<file path="src/rtl/sqrt_fp_recon_if.sv">
// Request/result bundle for the fixed-point square-root reconstructor.
// start is sampled only while busy=0; valid is a one-cycle pulse and the results hold until the next one.
interface sqrt_fp_recon_if #(parameter int WIDTH = 32);
  logic             start;
  logic [WIDTH-1:0] root;
  logic [WIDTH-1:0] rem;
  logic             busy;
  logic             valid;
  logic [WIDTH-1:0] rad_out;
  logic             exact;
  logic             ovf;

  modport master (output start, root, rem, input busy, valid, rad_out, exact, ovf);
  modport slave  (input start, root, rem, output busy, valid, rad_out, exact, ovf);
endinterface

</file>
<file path="src/rtl/sqrt_fp_recon.sv">
// Rebuilds a fixed-point radicand from a root/remainder pair: rad = (root*root + rem) >> FBITS.
// Uses a serial LSB-first shift-add multiply with a constant latency of WIDTH+1 clocks.
module sqrt_fp_recon #(
  parameter int WIDTH = 32,
  parameter int FBITS = 10
) (
  input  logic               clk,
  input  logic               rst_n,
  sqrt_fp_recon_if.slave     bus,
  output logic [1:0]         dbg_state
);
  localparam int AW = 2 * WIDTH + 1;
  localparam int CW = $clog2(WIDTH + 1);

  typedef enum logic [1:0] {
    S_IDLE = 2'd0,
    S_MUL  = 2'd1,
    S_FIN  = 2'd2
  } state_t;

  state_t             state_q, state_d;
  logic [CW-1:0]      cnt_q, cnt_d;
  logic [WIDTH-1:0]   mplier_q, mplier_d;
  logic [2*WIDTH-1:0] mcand_q, mcand_d;
  logic [WIDTH-1:0]   rem_q, rem_d;
  logic [AW-1:0]      acc_q, acc_d;
  logic               busy_q, busy_d;
  logic               valid_q, valid_d;
  logic [WIDTH-1:0]   rad_q, rad_d;
  logic               exact_q, exact_d;
  logic               ovf_q, ovf_d;
  logic [AW-1:0]      sum;

  // State register plus datapath/output flops.
  always_ff @(posedge clk or negedge rst_n) begin
    if (!rst_n) begin
      state_q  <= S_IDLE;
      cnt_q    <= '0;
      mplier_q <= '0;
      mcand_q  <= '0;
      rem_q    <= '0;
      acc_q    <= '0;
      busy_q   <= 1'b0;
      valid_q  <= 1'b0;
      rad_q    <= '0;
      exact_q  <= 1'b0;
      ovf_q    <= 1'b0;
    end else begin
      state_q  <= state_d;
      cnt_q    <= cnt_d;
      mplier_q <= mplier_d;
      mcand_q  <= mcand_d;
      rem_q    <= rem_d;
      acc_q    <= acc_d;
      busy_q   <= busy_d;
      valid_q  <= valid_d;
      rad_q    <= rad_d;
      exact_q  <= exact_d;
      ovf_q    <= ovf_d;
    end
  end

  // Next-state logic.
  always_comb begin
    state_d = state_q;
    case (state_q)
      S_IDLE:  if (bus.start) state_d = S_MUL;
      S_MUL:   if (cnt_q == CW'(1)) state_d = S_FIN;
      S_FIN:   state_d = S_IDLE;
      default: state_d = S_IDLE;
    endcase
  end

  // Full-width sum so that neither overflow nor the discarded fraction is lost.
  assign sum = acc_q + {{(AW - WIDTH){1'b0}}, rem_q};

  // Datapath and output logic.
  always_comb begin
    cnt_d    = cnt_q;
    mplier_d = mplier_q;
    mcand_d  = mcand_q;
    rem_d    = rem_q;
    acc_d    = acc_q;
    busy_d   = busy_q;
    valid_d  = 1'b0;
    rad_d    = rad_q;
    exact_d  = exact_q;
    ovf_d    = ovf_q;
    case (state_q)
      S_IDLE: begin
        if (bus.start) begin
          mplier_d = bus.root;
          mcand_d  = {{WIDTH{1'b0}}, bus.root};
          rem_d    = bus.rem;
          acc_d    = '0;
          cnt_d    = CW'(WIDTH);
          busy_d   = 1'b1;
        end
      end
      S_MUL: begin
        if (mplier_q[0]) acc_d = acc_q + {1'b0, mcand_q};
        mcand_d  = mcand_q << 1;
        mplier_d = mplier_q >> 1;
        cnt_d    = cnt_q - CW'(1);
      end
      S_FIN: begin
        rad_d   = sum[WIDTH+FBITS-1:FBITS];
        exact_d = (sum[FBITS-1:0] == '0);
        ovf_d   = |sum[AW-1:WIDTH+FBITS];
        valid_d = 1'b1;
        busy_d  = 1'b0;
      end
      default: ;
    endcase
  end

  assign bus.busy    = busy_q;
  assign bus.valid   = valid_q;
  assign bus.rad_out = rad_q;
  assign bus.exact   = exact_q;
  assign bus.ovf     = ovf_q;
  assign dbg_state   = state_q;
endmodule
</file>
<file path="src/flat_wrapper.sv">
// flat-port wrapper written by rule: the top's interface ports become plain ports
module sqrt_fp_recon_flat 
#(
  parameter int WIDTH = 32,
  parameter int FBITS = 10
)
  (clk, rst_n, dbg_state, bus_start, bus_root, bus_rem, bus_busy, bus_valid, bus_rad_out, bus_exact, bus_ovf);
  sqrt_fp_recon_if #(.WIDTH(WIDTH)) bus_i ();
  input  logic clk;
  input  logic rst_n;
  output logic [1:0] dbg_state;
  input wire logic [$bits(bus_i.start)-1:0] bus_start;
  input wire logic [$bits(bus_i.root)-1:0] bus_root;
  input wire logic [$bits(bus_i.rem)-1:0] bus_rem;
  output wire logic [$bits(bus_i.busy)-1:0] bus_busy;
  output wire logic [$bits(bus_i.valid)-1:0] bus_valid;
  output wire logic [$bits(bus_i.rad_out)-1:0] bus_rad_out;
  output wire logic [$bits(bus_i.exact)-1:0] bus_exact;
  output wire logic [$bits(bus_i.ovf)-1:0] bus_ovf;
  assign bus_i.start = bus_start;
  assign bus_i.root = bus_root;
  assign bus_i.rem = bus_rem;
  assign bus_busy = bus_i.busy;
  assign bus_valid = bus_i.valid;
  assign bus_rad_out = bus_i.rad_out;
  assign bus_exact = bus_i.exact;
  assign bus_ovf = bus_i.ovf;
  sqrt_fp_recon #(.WIDTH(WIDTH), .FBITS(FBITS)) u_core (.clk(clk), .rst_n(rst_n), .bus(bus_i), .dbg_state(dbg_state));
endmodule
</file>
<file path="config.mk">
export PLATFORM = sky130hd
export DESIGN_NAME = sqrt_fp_recon_flat
export DESIGN_NICKNAME = d
export VERILOG_FILES = /design/src/rtl/sqrt_fp_recon_if.sv /design/src/rtl/sqrt_fp_recon.sv /design/src/flat_wrapper.sv
export SDC_FILE = /design/constraint.sdc
export NUM_CORES = 1
export LEC_CHECK = 0
export BUFFER_PORTS_ARGS = -buffer_cell sky130_fd_sc_hd__buf_4
export CAP_MARGIN = 30
export CORE_MARGIN = 3
export CORE_UTILIZATION = 54
export CTS_BUF_LIST = sky130_fd_sc_hd__clkbuf_2
export DETAILED_ROUTE_END_ITERATION = 10
export PLACE_DENSITY = 0.75
export SKIP_LAST_GASP = 1
export SYNTH_ARGS = -nofsm -noshare
export SYNTH_HDL_FRONTEND = slang
export SYNTH_SLANG_ARGS = --single-unit
</file>
<file path="constraint.sdc">
create_clock -name clk -period 3.5 [get_ports clk]
set_input_delay 0.7 -clock clk [delete_from_list [all_inputs] [get_ports clk]]
set_output_delay 0.7 -clock clk [all_outputs]
set_load 0.1 [all_outputs]
</file>
Yosys cells after proc, flatten, opt, wreduce, memory -nomap -nowiden

Cells that the tools add are included.

Word-level logic and storage cells: 45
Flip-flop bits (word level): 237
Input port bits: 67
Output and inout port bits: 38

Equal/unequal tests: 6
Multiplexer cells: 15
Add/sub/neg operators: 3
Reduce and logical (&&, ||, !) cells: 10

Operators with widths:

| operator                                         | number |
|---|---|
| 2-to-1 mux 65 bit                                | 2 |
| one-hot mux 65 bit (2 select lines)              | 1 |
| one-hot mux 64 bit (2 select lines)              | 1 |
| adder 65 x 32 -> 65 bit                          | 1 |
| adder 65 x 64 -> 65 bit                          | 1 |
| 2-to-1 mux 64 bit                                | 1 |
| one-hot mux 32 bit (2 select lines)              | 1 |
| 2-to-1 mux 32 bit                                | 1 |
| OR reduction 23 bit                              | 1 |
| one-hot mux 6 bit (2 select lines)               | 1 |
| zero test 10 bit                                 | 1 |
| AND reduction 2 bit                              | 4 |
| == test 6 x 1 -> 1 bit, second input constant    | 1 |
| 2-to-1 mux 6 bit                                 | 1 |
| subtractor 6 x 1 -> 6 bit, second input constant | 1 |
| 2-to-1 mux 2 bit                                 | 2 |
| != test 2 x 1 -> 1 bit, second input constant    | 2 |
| one-hot mux 2 bit (2 select lines)               | 1 |
| nonzero test 2 bit                               | 2 |
| AND reduction 3 bit                              | 1 |
| == test 2 x 1 -> 1 bit, second input constant    | 1 |
| == test 2 bit, second input constant             | 1 |
| zero test 2 bit                                  | 1 |
| 2-to-1 mux 1 bit                                 | 2 |
| 2 further kinds                                  | 2 |

Depth between registers and ports, before layout

Word-level depth: 3
Depth in mapped cells: 13
Gate-level depth less buffers: 13

Least setup slack after synthesis

No wires, ideal clock.

Kind: register to register
Start point: register u_core.acc_q[0]
End point: register u_core.ovf_q, in the netlist u_core.bus.ovf
Path buffers: 0
Period minus slack after synthesis: 3.250 ns
Required time: 3.375 ns
Stages on the path, launching flop included: 14
Library setup time: 0.125 ns
Data arrival time: 3.125 ns
Path slack: 0.250 ns
Cells stage by stage: dfrtp_1 -> ha_1 -> inv_1 -> fa_1 -> nand2b_1 -> a21oi_2 -> o21ai_2 -> o21ai_4 -> a21oi_2 -> o31a_1 -> or4_1 -> a221o_1 -> nor4_1 -> nor2_1

Cells in the longest elaborated chain, start to end: 2

RTL lines:

| element                 | RTL line             | source |
|---|---|---|
| from (decl)             | sqrt_fp_recon.sv:26  | `logic [AW-1:0] acc_q, acc_d;` |
| from (signal assigned)  | sqrt_fp_recon.sv:42  | `acc_q <= '0;` |
| from (signal assigned)  | sqrt_fp_recon.sv:54  | `acc_q <= acc_d;` |
| adder 65 x 32 -> 65 bit | sqrt_fp_recon.sv:75  | `assign sum = acc_q + {{(AW - WIDTH){1'b0}}, rem_q};` |
| OR reduction 23 bit     | sqrt_fp_recon.sv:109 | `ovf_d = \|sum[AW-1:WIDTH+FBITS];` |
| to (signal assigned)    | sqrt_fp_recon.sv:59  | `ovf_q <= ovf_d;` |
| to (decl)               | sqrt_fp_recon.sv:31  | `logic ovf_q, ovf_d;` |

No other way between the ends.
A chain may end at the register's enable or synchronous reset.

Worst setup path in the final report

Same ends and word-level chain as after synthesis.

==> metrics.txt <==
IO buf count=104; GRT Util Overall=0.307; Netlist cell types=77; Clock Latency Late Sink=0.89 ns; total number of vias=14600; Hold Fails Final Rpt=0; CTS tree=yes; most used cell, CP=a21oi_2; cell taking the most area after synthesis=dfrtp_1; GPL Wtd Cong=0.979; # fillers=2484; Vias/cell=6.03; WP data arrival=4.12 ns; Setup Crit Path Kind=reg2reg; PwrDens=1040 nW/um^2; Pins Over Slew Limit=0; Die Ht=175 um; fin util=0.642; Main synth FF type=dfrtp_1; largest cells by area after synthesis=dfrtp_1, nand2_1, ha_1; first-pass GRT wire length=75400 um; # DRC=0; syn nets=1991; Ports=105; CTS buffer count=67; yosys warns=0; Clock transition at path regs=0.09 ns; final net count=2176; Buf/Inv on CP=1; Max stage delay on crit path=0.54 ns; GRT Residual Overflow=0; largest net degree at the start of global routing=79; crit end category=flip-flop; Seq/Total Area, Yosys=0.383; DP HPWL=35400 um; hold crit path type=in2reg; Mapped Area=15500 sq um; Slew @ Worst Pin=0.730 ns; CTS root buf=clkbuf_2; post-synth top area share=0.383; layout cell share with drive strength beyond 1=0.160; CP top delay family=compound AO/OA/AOI/OAI gates; 1st-iter DRT viols=1168; Layout Skew=0.0770 ns; H-tree levels=3; final WL=47100 um; RSZ-0062 raised after global routing=yes; leakage=8.44 nW; CTS max path bufs=3; drt wl/cell=19.4 um; Area growth syn-to-layout=16.1%; commonest non-fill, non-tap cell in the layout=nand2_1; Core ar.=28000 sq um; critical-path cell list=ha_2 > inv_1 > fa_1 > nand2b_4 > a21oi_2 > o21ai_2 > o21ai_4 > a21oi_2 > o31a_1 > or4_1 > a221o_1 > nor4_2 > nor2_1; DRT antenna net count=0; Fmax=295 MHz; CP max-delay cell=or4_1; R2R setup slack=0.11 ns; Peak VDD IR=0.562 mV; antenna violations before repair=1; status=completed; final cycle utilization of the critical path=0.969; max_slew headroom=0.513; clk sinks=237; row count=61; Max Cap Violations=0; Setup Viol. Count Final=0; post-synthesis sequential element count=237; Die Wd=175 um; crit path max fanout=4; Syn Inst Count=1824; vias in the first global route=14400; syn_area_per_cell=8.49 sq um; post-synthesis async set-or-reset flop share=1.00; Post-synth EDFFs=0; most frequent cells in the layout=nand2_1, dfrtp_1, buf_4, o21ai_0, a21oi_1; 1st-pass router iterations=7; critical path required time=4.23 ns; initial core utilization=0.553; CP startpoint kind=flip-flop; hold slack=0.0850 ns; min cycle time layout=3.39 ns; die area=30700 sq um
## path summary, 6_finish.rpt
path | to | depth (start not counted) | startpoint
setup / recovery | u_core.bus.ovf$_DFFE_PN0P_ | 13 | u_core.acc_q[0]$_DFFE_PN0P_
hold / removal | u_core.rem_q[0]$_DFFE_PN0P_ | 3 | bus_rem[0]
setup reg to reg | u_core.bus.ovf$_DFFE_PN0P_ | 13 | u_core.acc_q[0]$_DFFE_PN0P_
hold reg to reg | u_core.bus.rad_out[13]$_DFFE_PN0P_ | 2 | u_core.bus.rad_out[13]$_DFFE_PN0P_
max in group asynchronous | u_core.acc_q[20]$_DFFE_PN0P_ | 3 | rst_n
min in group asynchronous | u_core.bus.rad_out[31]$_DFFE_PN0P_ | 2 | rst_n
## logic make-up (layout without fill, tap and decap cells)
group / count (synthesis) / count (layout) / share of synthesized area
adders and majority gates: 100 / 100 / 0.0818
other: 0 / 1 / 0
and+or+nand+nor: 679 / 679 / 0.200
muxes: 8 / 8 / 0.00525
AOI/OAI and AO/OA: 560 / 560 / 0.239
xor gates and xnor gates: 100 / 100 / 0.0566
DFF: 237 / 237 / 0.383
buffers and inverters: 140 / 365 / 0.0347
## layer usage
metal / global-route usage / vias to the layer above / part of all wire
met3: 0.0482 / 97 / 0.051
met5: 0 / - / 0
met2: 0.509 / 436 / 0.48
met1: 0.403 / 7051 / 0.43
li1: - / 7053 / -
met4: 0.124 / 0 / 0.036
## synthesized netlist by cell type, types with 8 or more instances
cell type	instances
nand2_1	363
dfrtp_1	237
o21ai_0	159
a21oi_1	109
ha_1	98
nor2_1	88
clkbuf_1	84
a221o_1	64
xnor2_1	52
xor2_1	48
a21o_1	43
and3_1	41
inv_1	39
nand4_1	39
nand3_1	38
o21ai_1	34
nor3_1	20
a31oi_1	15
nand2b_1	14
nor4_1	14
a211oi_1	13
o21bai_1	13
and2_1	12
o31ai_1	12
o211ai_1	10
o21a_1	10
buf_2	9
or3_1	9
a221oi_1	8
## stage by stage
step / setup slack, ns / instance area, sq um / TNS (ns) / cells / power, mW
3_5_place_dp: -0.0955 / 17000 / -0.166 / 2288 / 16.4
4_1_cts: 0.00835 / 17900 / 0 / 2426 / 18.6
3_3_place_gp: -0.0765 / 17000 / -0.134 / 2288 / 16.2
5_1_grt: -0.0851 / 18000 / -0.0999 / 2428 / 20.1
2_1_floorplan: 0.250 / 15500 / 0 / 1824 / 13.0
6_report: 0.108 / 18000 / 0 / 2428 / 18.7
## where the power goes
part	internal [mW]	leakage (nW)	switching (mW)
clock network	0.849	0.449	1.21
logic	4.19	5.08	7.40
registers	3.89	2.91	1.14
total	8.94	8.44	9.74
## worst min-delay path, cell delays in order
cell and delay [ns]:
buf_4 0.09, nand2_1 0.04, nand2_1 0.05
## state kept, by name, summed over array words and instances (netlist names)
signal              cells
u_core.acc_q           65
u_core.cnt_q            6
u_core.bus.ovf          1
u_core.bus.valid        1
u_core.mcand_q         64
u_core.bus.busy         1
u_core.rem_q           32
u_core.dbg_state        2
u_core.bus.rad_out     32
u_core.mplier_q        32
u_core.bus.exact        1
## layout make-up
cell class | instances | area (sq um) | share of cell area
multi-input cells | 1447 | 9100 | 0.506
flip-flops and latches | 237 | 5930 | 0.330
repair buffers | 217 | 1730 | 0.0965
well taps | 378 | 473 | 0.0263
clock buffers | 91 | 455 | 0.0253
inverters | 39 | 146 | 0.00814
clock inverters | 18 | 133 | 0.00738
diodes | 1 | 2.50 | 0.000139
## what timing repair did
item | in CTS | in global routing
gates cloned | 0 | 0
setup endpoints to repair | 3 | 12
hold buffers | 29 | 0
resized for setup | 2 | 10
endpoints found under the hold margin | 101 | 0
pin swaps | 1 | 4
setup buffers | 0 | 1
(Power assumes the default switching activity.)
